[src/rtl/servo_pkg.sv]
// Shared types and constants for the servo command scheduler: FSM states,
// frame layout, ASCII symbols and default clamp limits.
package servo_pkg;

  typedef enum logic [2:0] {
    ST_IDLE = 3'd0,
    ST_LOAD = 3'd1,
    ST_CONV = 3'd2,
    ST_SEND = 3'd3,
    ST_GAP  = 3'd4
  } state_t;

  localparam int FRAME_LEN   = 15;
  localparam int IDX_HASH    = 0;
  localparam int IDX_ID      = 3;
  localparam int IDX_P       = 4;
  localparam int IDX_PWM     = 5;
  localparam int IDX_T       = 9;
  localparam int IDX_TIME    = 10;
  localparam int IDX_BANG    = FRAME_LEN - 1;

  localparam logic [7:0] ASCII_HASH = 8'h23;
  localparam logic [7:0] ASCII_P    = 8'h50;
  localparam logic [7:0] ASCII_T    = 8'h54;
  localparam logic [7:0] ASCII_BANG = 8'h21;
  localparam logic [7:0] ASCII_ZERO = 8'h30;

  localparam int PWM_MIN_DEF = 500;
  localparam int PWM_MAX_DEF = 2500;
  localparam int TIME_MAX    = 9999;
  localparam int CONV_CYCLES = 14;

endpackage

[src/rtl/dec4_ascii.sv]
// Sequential 14-bit double-dabble: start latches the value, 14 cycles later
// done rises and ascii holds four decimal digits, most significant in [31:24].
module dec4_ascii
  import servo_pkg::*;
(
  input  logic        clk,
  input  logic        rst,
  input  logic        start,
  input  logic [13:0] bin,
  output logic        done,
  output logic [31:0] ascii
);

  // [29:14] BCD accumulator, [13:0] binary still to be shifted in
  logic [29:0] sr;
  logic [3:0]  cnt;
  logic        valid;

  function automatic logic [29:0] dd_step(input logic [29:0] s);
    logic [29:0] t;
    t = s;
    for (int d = 0; d < 4; d++) begin
      if (t[14+4*d +: 4] >= 4'd5) t[14+4*d +: 4] = t[14+4*d +: 4] + 4'd3;
    end
    return {t[28:0], 1'b0};
  endfunction

  always_ff @(posedge clk) begin
    if (rst) begin
      sr    <= '0;
      cnt   <= '0;
      valid <= 1'b0;
    end else if (start) begin
      sr    <= {16'd0, bin};
      cnt   <= 4'(CONV_CYCLES);
      valid <= 1'b0;
    end else if (cnt != 4'd0) begin
      sr    <= dd_step(sr);
      cnt   <= cnt - 4'd1;
      if (cnt == 4'd1) valid <= 1'b1;
    end
  end

  assign done  = valid;
  assign ascii = {ASCII_ZERO + {4'd0, sr[29:26]},
                  ASCII_ZERO + {4'd0, sr[25:22]},
                  ASCII_ZERO + {4'd0, sr[21:18]},
                  ASCII_ZERO + {4'd0, sr[17:14]}};

endmodule

[src/rtl/servo_cmd_scheduler.sv]
// Servo target table with round-robin scheduling; emits "#iiiPppppTtttt!"
// frames on a valid/ready byte stream with an idle gap after each frame.
module servo_cmd_scheduler
  import servo_pkg::*;
#(
  parameter int NUM_SERVO  = 6,
  parameter int PWM_MIN    = PWM_MIN_DEF,
  parameter int PWM_MAX    = PWM_MAX_DEF,
  parameter int GAP_CYCLES = 5000,
  parameter int PWM_RESET  = 1500,
  parameter int TIME_RESET = 1000
) (
  input  logic                 clk,
  input  logic                 rst,
  input  logic                 wr_en,
  input  logic [2:0]           wr_id,
  input  logic [11:0]          wr_pwm,
  input  logic [13:0]          wr_time,
  output logic [7:0]           tx_data,
  output logic                 tx_valid,
  input  logic                 tx_ready,
  output logic                 busy,
  output logic [NUM_SERVO-1:0] pending,
  output logic                 frame_done,
  output state_t               dbg_state
);

  // Handshake: a byte transfers on a cycle where tx_valid && tx_ready; while
  // tx_valid is high, tx_data holds and tx_valid stays up until that transfer.

  localparam logic [NUM_SERVO-1:0] ONE = (NUM_SERVO)'(1);

  logic [11:0] pwm_tab  [NUM_SERVO];
  logic [13:0] time_tab [NUM_SERVO];

  state_t      state, state_nxt;
  logic [2:0]  last_id, cur_id, sel_id;
  logic        sel_found;
  logic [3:0]  k, conv_cnt;
  logic [31:0] gap_cnt;

  logic        wr_ok, conv_start, hs;
  logic [11:0] pwm_clamped;
  logic [13:0] time_clamped;
  logic [NUM_SERVO-1:0] set_mask, clr_mask;

  logic        pwm_done, time_done;
  logic [31:0] pwm_ascii, time_ascii;

  assign wr_ok = wr_en && ({1'b0, wr_id} < 4'(NUM_SERVO));

  always_comb begin
    pwm_clamped = wr_pwm;
    if (wr_pwm < 12'(PWM_MIN))      pwm_clamped = 12'(PWM_MIN);
    else if (wr_pwm > 12'(PWM_MAX)) pwm_clamped = 12'(PWM_MAX);
    time_clamped = (wr_time > 14'(TIME_MAX)) ? 14'(TIME_MAX) : wr_time;
  end

  always_ff @(posedge clk) begin
    if (rst) begin
      for (int i = 0; i < NUM_SERVO; i++) begin
        pwm_tab[i]  <= 12'(PWM_RESET);
        time_tab[i] <= 14'(TIME_RESET);
      end
    end else if (wr_ok) begin
      pwm_tab[wr_id]  <= pwm_clamped;
      time_tab[wr_id] <= time_clamped;
    end
  end

  // A write in the same cycle as the LOAD clear re-arms the entry.
  assign set_mask = wr_ok ? (ONE << wr_id) : '0;
  assign clr_mask = (state == ST_LOAD) ? (ONE << cur_id) : '0;

  always_ff @(posedge clk) begin
    if (rst) pending <= '0;
    else     pending <= (pending & ~clr_mask) | set_mask;
  end

  always_comb begin
    logic [3:0] j;
    sel_id    = '0;
    sel_found = 1'b0;
    j         = '0;
    for (int i = 1; i <= NUM_SERVO; i++) begin
      j = {1'b0, last_id} + 4'(i);
      if (j >= 4'(NUM_SERVO)) j = j - 4'(NUM_SERVO);
      if (!sel_found && pending[j[2:0]]) begin
        sel_found = 1'b1;
        sel_id    = j[2:0];
      end
    end
  end

  always_ff @(posedge clk) begin
    if (rst) state <= ST_IDLE;
    else     state <= state_nxt;
  end

  always_comb begin
    state_nxt = state;
    unique case (state)
      ST_IDLE: if (sel_found) state_nxt = ST_LOAD;
      ST_LOAD: state_nxt = ST_CONV;
      ST_CONV: if (conv_cnt == 4'(CONV_CYCLES - 1)) state_nxt = ST_SEND;
      ST_SEND: if (hs && k == 4'(IDX_BANG)) state_nxt = ST_GAP;
      ST_GAP:  if (gap_cnt == 32'(GAP_CYCLES - 1)) state_nxt = ST_IDLE;
      default: state_nxt = ST_IDLE;
    endcase
  end

  always_ff @(posedge clk) begin
    if (rst) begin
      cur_id   <= '0;
      last_id  <= 3'(NUM_SERVO - 1);
      k        <= '0;
      conv_cnt <= '0;
      gap_cnt  <= '0;
    end else begin
      case (state)
        ST_IDLE: if (sel_found) cur_id <= sel_id;
        ST_LOAD: begin
          last_id  <= cur_id;
          conv_cnt <= '0;
        end
        ST_CONV: conv_cnt <= conv_cnt + 4'd1;
        ST_SEND: if (hs) begin
          if (k == 4'(IDX_BANG)) begin
            k       <= '0;
            gap_cnt <= '0;
          end else begin
            k <= k + 4'd1;
          end
        end
        ST_GAP:  gap_cnt <= gap_cnt + 32'd1;
        default: ;
      endcase
    end
  end

  // The converters latch the table entry at LOAD and act as the frame registers.
  assign conv_start = (state == ST_LOAD);

  dec4_ascii u_pwm_dec (
    .clk   (clk),
    .rst   (rst),
    .start (conv_start),
    .bin   ({2'b00, pwm_tab[cur_id]}),
    .done  (pwm_done),
    .ascii (pwm_ascii)
  );

  dec4_ascii u_time_dec (
    .clk   (clk),
    .rst   (rst),
    .start (conv_start),
    .bin   (time_tab[cur_id]),
    .done  (time_done),
    .ascii (time_ascii)
  );

  assign tx_valid   = (state == ST_SEND) && pwm_done && time_done;
  assign hs         = tx_valid && tx_ready;
  assign frame_done = hs && (k == 4'(IDX_BANG));
  assign busy       = (state != ST_IDLE);
  assign dbg_state  = state;

  always_comb begin
    tx_data = 8'h00;
    if (tx_valid) begin
      case (k)
        4'd0:    tx_data = ASCII_HASH;
        4'd1:    tx_data = ASCII_ZERO;
        4'd2:    tx_data = ASCII_ZERO;
        4'd3:    tx_data = ASCII_ZERO + {5'd0, cur_id};
        4'd4:    tx_data = ASCII_P;
        4'd5:    tx_data = pwm_ascii[31:24];
        4'd6:    tx_data = pwm_ascii[23:16];
        4'd7:    tx_data = pwm_ascii[15:8];
        4'd8:    tx_data = pwm_ascii[7:0];
        4'd9:    tx_data = ASCII_T;
        4'd10:   tx_data = time_ascii[31:24];
        4'd11:   tx_data = time_ascii[23:16];
        4'd12:   tx_data = time_ascii[15:8];
        4'd13:   tx_data = time_ascii[7:0];
        4'd14:   tx_data = ASCII_BANG;
        default: tx_data = 8'h00;
      endcase
    end
  end

endmodule
[config.mk]
export PLATFORM = sky130hd
export DESIGN_NAME = servo_cmd_scheduler
export DESIGN_NICKNAME = d
export VERILOG_FILES = /design/src/rtl/servo_pkg.sv /design/src/rtl/dec4_ascii.sv /design/src/rtl/servo_cmd_scheduler.sv
export SDC_FILE = /design/constraint.sdc
export NUM_CORES = 1
export LEC_CHECK = 0
export BUFFER_PORTS_ARGS = -buffer_cell sky130_fd_sc_hd__buf_2
export CORE_ASPECT_RATIO = 1.25
export CORE_MARGIN = 3
export CORE_UTILIZATION = 40
export DETAILED_ROUTE_END_ITERATION = 10
export GPL_ROUTABILITY_DRIVEN = 0
export HOLD_SLACK_MARGIN = 0.08
export PLACE_DENSITY_LB_ADDON = 0.3
export SYNTH_ARGS = -nofsm -noshare
export SYNTH_HDL_FRONTEND = slang
export SYNTH_SLANG_ARGS = --single-unit
[constraint.sdc]
create_clock -name clk -period 7.2 [get_ports clk]
set_input_delay 0.72 -clock clk [delete_from_list [all_inputs] [get_ports clk]]
set_output_delay 0.72 -clock clk [all_outputs]
set_load 0.1 [all_outputs]
# Word-level counts from Yosys, hierarchy flattened
# Memory sizes are Yosys's and may differ from the RTL's. A register that Yosys moved wholly into a read port is not among the register bits.
# Cells that the tools add are included.
totals:
  word_cells: 222
  out_inout_bits: 20
  ff_bits: 125
  mem_bits_rw: 156
  input_bits: 33
  n_memories: 2
op_classes:
  n_eq_ne: 28
  reduce_logical: 34
  n_lt_le_gt_ge: 24
  n_mux: 78
  shifts: 2
  bitwise: 3
  add_sub_neg: 34
memory_table:
  columns: ["name", "words", "word_bits", "rd", "rd_ports_with_merged_regs", "wr", "line", "text"]
  rows:
  - ["time_tab", 6, 14, 1, 1, 6, "servo_cmd_scheduler.sv:34", "logic [13:0] time_tab [NUM_SERVO];"]
  - ["pwm_tab", 6, 12, 1, 1, 6, "servo_cmd_scheduler.sv:33", "logic [11:0] pwm_tab [NUM_SERVO];"]
ops:
  columns: ["operator", "count"]
  rows:
  - ["8-bit case mux with 14 select lines", 1]
  - ["3-bit two-way mux", 24]
  - ["32-bit two-way mux", 2]
  - ["32-bit case mux with 2 select lines", 1]
  - ["12-bit two-way mux", 5]
  - ["6-bit by 4-bit adder with 7-bit output (first input constant)", 8]
  - ["4-bit by 3-bit >= comparator with 1-bit output (second input constant)", 14]
  - ["14-bit two-way mux", 4]
  - ["4-bit two-way mux", 11]
  - ["32-bit by 1-bit adder with 32-bit output (second input constant)", 1]
  - ["32-bit by 13-bit == test with 1-bit output (second input constant)", 1]
  - ["4-bit == test (second input constant)", 8]
  - ["4-bit by 2-bit adder with 4-bit output (second input constant)", 6]
  - ["3-bit by 4-bit less-than comparator with 1-bit output (second input constant)", 6]
  - ["1-bit two-way mux", 19]
  - ["1-bit binary-select mux with 3-bit select", 6]
  - ["3-bit subtractor (second input constant)", 6]
  - ["4-bit by 3-bit == test with 1-bit output (second input constant)", 4]
  - ["3-bit case mux with 5 select lines", 1]
  - ["14-bit greater-than comparator (second input constant)", 1]
  - ["14-bit OR reduction", 1]
  - ["3-bit by 3-bit adder with 4-bit output (second input constant)", 3]
  - ["4-bit by 1-bit == test with 1-bit output (second input constant)", 3]
  - ["12-bit greater-than comparator (second input constant)", 1]
  - ["32 further kinds", 66]

# Longest topological paths before layout
depth:
  word_depth: 24
  mapped_depth: 13
  depth_no_buf: 10

# Modules after synthesis
# From an unflattened synthesis, not the netlist that was laid out.
unflattened:
  cells_unflattened: 1594
  hier_area_um2: 17105.2
modules_own_cells:
  columns: ["module", "cells_per_inst", "area_each_um2", "instances", "seq_area_each_um2"]
  rows:
  - ["servo_cmd_scheduler", 1108, 13073.8, 1, 7407.1]
  - ["dec4_ascii", 243, 2015.7, 2, 700.7]

# Worst setup path before layout
# No wires, ideal clock.
synth_path:
  kind: "reg-to-output"
  start: "reg state[1] (netlist: dbg_state[1])"
  end: "out tx_data[0]"
  path_stages_with_launch: 7
  slack_ps: 2379
  arrival_time_ps: 4101
  t_required_ps: 6480
  path_cell_list: "dfxtp_1 buf_4 nand2b_2 or2_4 inv_1 o21ai_0 a21oi_1"
synth_via:
  elab_chain_len: 4
synth_lines:
  columns: ["item", "line", "text"]
  rows:
  - ["start: declaration", "servo_cmd_scheduler.sv:36", "state_t state, state_nxt;"]
  - ["start signal: assignment", "servo_cmd_scheduler.sv:97", "else state <= state_nxt;"]
  - ["3-bit by 2-bit == test with 1-bit output", "servo_cmd_scheduler.sv:162", "assign tx_valid = (state == ST_SEND) && pwm_done && time_done;"]
  - ["1-bit logical AND (2 in a row)", "servo_cmd_scheduler.sv:162", null]
  - ["net tx_valid", "servo_cmd_scheduler.sv:20", "output logic tx_valid,"]
  - ["8-bit two-way mux", "servo_cmd_scheduler.sv:170", "if (tx_valid) begin"]
  - ["end: declaration", "servo_cmd_scheduler.sv:19", "output logic [7:0] tx_data,"]
# The timed path passes the listed nets, and every way through them passes these cells.

# Worst setup path in the final report
layout_path:
  start: "reg k[1]"
  end: "out tx_data[1]"
layout_via:
  elab_chain_len: 4
  word_cells_on_any_way: 18
layout_lines:
  columns: ["item", "line", "text"]
  rows:
  - ["start: declaration", "servo_cmd_scheduler.sv:39", "logic [3:0] k, conv_cnt;"]
  - ["start signal: assignment", "servo_cmd_scheduler.sv:132", "k <= k + 4'd1;"]
  - ["4-bit by 2-bit == test with 1-bit output / 4-bit by 1-bit == test with 1-bit output (equally long branches)", "servo_cmd_scheduler.sv:171", "case (k)"]
  - ["2-bit OR reduction (no source line)", null, null]
  - ["8-bit case mux with 14 select lines (*)", "servo_cmd_scheduler.sv:171", null]
  - ["8-bit two-way mux (*)", "servo_cmd_scheduler.sv:170", null]
# Mark *: on every way between the ends. The rest lies on a longest branch, timed or not.

==> flow_summary.toml <==
[outcome]
outcome = "finished, final reports clean"

[hold_path]
hp-class = "flop to flop"

[worst_setup_path]
r2r_slack_ps = 3530
start_kind = "flop"
cp_max_fo = 28
crit_path_start = "k[1]"
crit_arrival_ps = 2950
crit_required_ps = 6480
crit_type = "flop to output port"
end_kind = "output port"
reg2reg_from = "last_id[0]"
r2r_cells = 10
critPathCapture = "tx_data[1]"

[floorplan]
std_cell_rows = 81
die_h_um = 230.1
die_width_um = 185.3
dieArea_um2 = 42630
core_area_um2 = 39420
io-pin-count = 53
initial_utilization_pct = 40.76

[routing]
final_antenna_net_count = 0
drt_iter0_drc = 931
drt_wl_total_um = 38250
dr.pass1.iters = 5
num_vias = 11520
remaining_drc_errors = 0
vias_per_cell = 5.508
drt-wirelength-per-cell_um = 18.28

[clock_network]
cts.repair.resized = 0
cts_max_level = 2
cts_setup_buffers = 0
cts_tree = "built"
cts_buffer_depth = 3
hold_buffers = 0
clk_pin_slew_ps = 60
numCtsBuffers = 37
cts_root_buf = "clkbuf_16"
cts_sinks = 336
worstSkewPairLatency_ps = 520

[synth]
yosysWarnings = 0
synth_top_family_by_area = "simple AND/OR/NAND/NOR gates"
synth_top_area_cell = "edfxtp_1"
yosys_register_bits = 336
synth.area.top_cells = "edfxtp_1, dfxtp_1, mux4_2"
syn-mean-instance-area_um2 = 10.73
synth-adder-area-share_pct = 2.250
synth_area_um2 = 16070
synthMuxAreaShare_pct = 8.619
syn_inst = 1498
async_flop_share_pct = 0
synth_compound_gate_area_share_pct = 10.36
synthXorXnorAreaFrac_pct = 2.507
synth-simple-area-share_pct = 17.82
synth_flop_cell = "edfxtp_1"
post-synth-top-count-cell = "nand2_1"
synth_cell_types = 82
synth_top_cell_area_share_pct = 38.87
ys_top_cells_by_count = "nand2_1, edfxtp_1, nor2_1, dfxtp_1, a21oi_1"
seq_area_frac_synth_pct = 54.82
synth_edf_count = 208

[pwr]
power_mw = 5.868
power.density_nw_per_um2 = 324.0
p_leak_nw = 6.280
ir_drop_mv = 0.2449

[grt]
grtUsageTotal_pct = 17.92
overflow = 0
grt_max_degree = 68
antenna_found_initial = 0
grt_pass1_vias = 11310
grt_pass1_wl_um = 60740

[layout]
layout-drive-gt1-share_pct = 12.92
finalInstanceArea_um2 = 18110
stdcell_count = 2092
syn2layout_area_growth_pct = 12.72
final_util_pct = 45.95
final_net_count = 1632
diodes = 0

[sta]
fin_crit_sh_pct = 50.99
finClkSkew_ps = 12.86
worst_pin_slew_ps = 1119
slew_headroom_pct = 25.25
whs_ps = 448.6
max_freq_mhz = 272.4
min_period_ps = 3671
finalSetupViolations = 0
finalHoldViolations = 0
rsz0062_at_grt = "no"
setup_tns_ps = 0
slew_viol_final = 0
setup_slack_ps = 3529

[job]
max_cap_violations = 0

[place]
placedCellCount = 2030
dpl_cell_area_um2 = 16940
place_hpwl_um = 24750
pre_cts_ws_ps = 3589
place.port_buffers = 51
[worst min-delay path by stage]
stage                                start               end  slack, ps  cells after the start
after global placement    u_pwm_dec.sr[13]  u_pwm_dec.sr[13]        440                      2
final                     u_pwm_dec.sr[12]  u_pwm_dec.sr[12]        450                      2
after CTS                 u_pwm_dec.sr[12]  u_pwm_dec.sr[12]        450                      2
after global routing      u_pwm_dec.sr[12]  u_pwm_dec.sr[12]        480                      2
after floorplan           u_pwm_dec.sr[12]  u_pwm_dec.sr[12]        430                      2
after detailed placement  u_pwm_dec.sr[12]  u_pwm_dec.sr[12]        450                      2
[critical path: stages (launching register included)]
cell	delay, ps
dfxtp_1	930
nor2b_1	400
nand2_1	80
o21ai_0	140
nand2_1	80
o221ai_1	110
a31oi_1	90
nor2_1	150
buf_2	440
[cell families (layout without fill, tap and decap cells)]
logic type	Yosys count	after routing
other	1	53
AND/OR/NAND/NOR	614	614
AO/OA/AOI/OAI	258	258
XOR/XNOR	43	43
flip-flops	336	336
buffers and inverters	145	189
adder cells (fa/ha/maj)	29	29
multiplexers	72	72
[flip-flops by register name, indices dropped and copies added (netlist names), 6 cells and up, named ones only]
register	count
pwm_tab	96
gap_cnt	32
u_pwm_dec.sr	30
time_tab	112
u_time_dec.sr	30
pending	6
[routing by layer]
metal | track usage [%] | wire length (um)
met2 | 30.80 | 18920
met5 | 0 | 0
met1 | 22.75 | 15920
met3 | 2.848 | 2125
met4 | 6.568 | 1288
[power breakdown]
part	leakage, nW	switching (mW)	internal, mW
sequential	3.08	0.220	2.26
combinational	2.63	0.928	0.601
clock	0.570	0.743	1.11
total	6.28	1.89	3.98
[layout by cell type, fill, tap and decap left out, types with 10 or more instances in the layout]
| master | count |
|---|---|
| and3_1 | 11 |
| a311oi_1 | 25 |
| a31oi_1 | 12 |
| conb_1 | 53 |
| nand4_1 | 10 |
| nor2_1 | 161 |
| nand2b_1 | 27 |
| edfxtp_1 | 208 |
| dfxtp_1 | 125 |
| a21oi_1 | 84 |
| nor2b_1 | 30 |
| nand3_1 | 44 |
| mux2i_1 | 12 |
| clkbuf_16 | 39 |
| nor3_1 | 22 |
| a211oi_1 | 34 |
| xor2_1 | 25 |
| o21ai_0 | 60 |
| inv_1 | 58 |
| nor3b_1 | 10 |
| nand2_1 | 236 |
| buf_2 | 51 |
| ha_1 | 28 |
| xnor2_1 | 16 |
| and2_1 | 13 |
| buf_4 | 17 |
| mux4_2 | 52 |
[cell type report]
class	count	area, um2
tap	498	623.1
clock buffer	48	1030
multi-input combinational	1069	6893
clock inverter	14	147.6
fill	3658	21310
timing repair buffer	68	382.9
sequential	336	8815
inverter	59	222.7
Note: power is estimated with default switching activity, not from simulation.
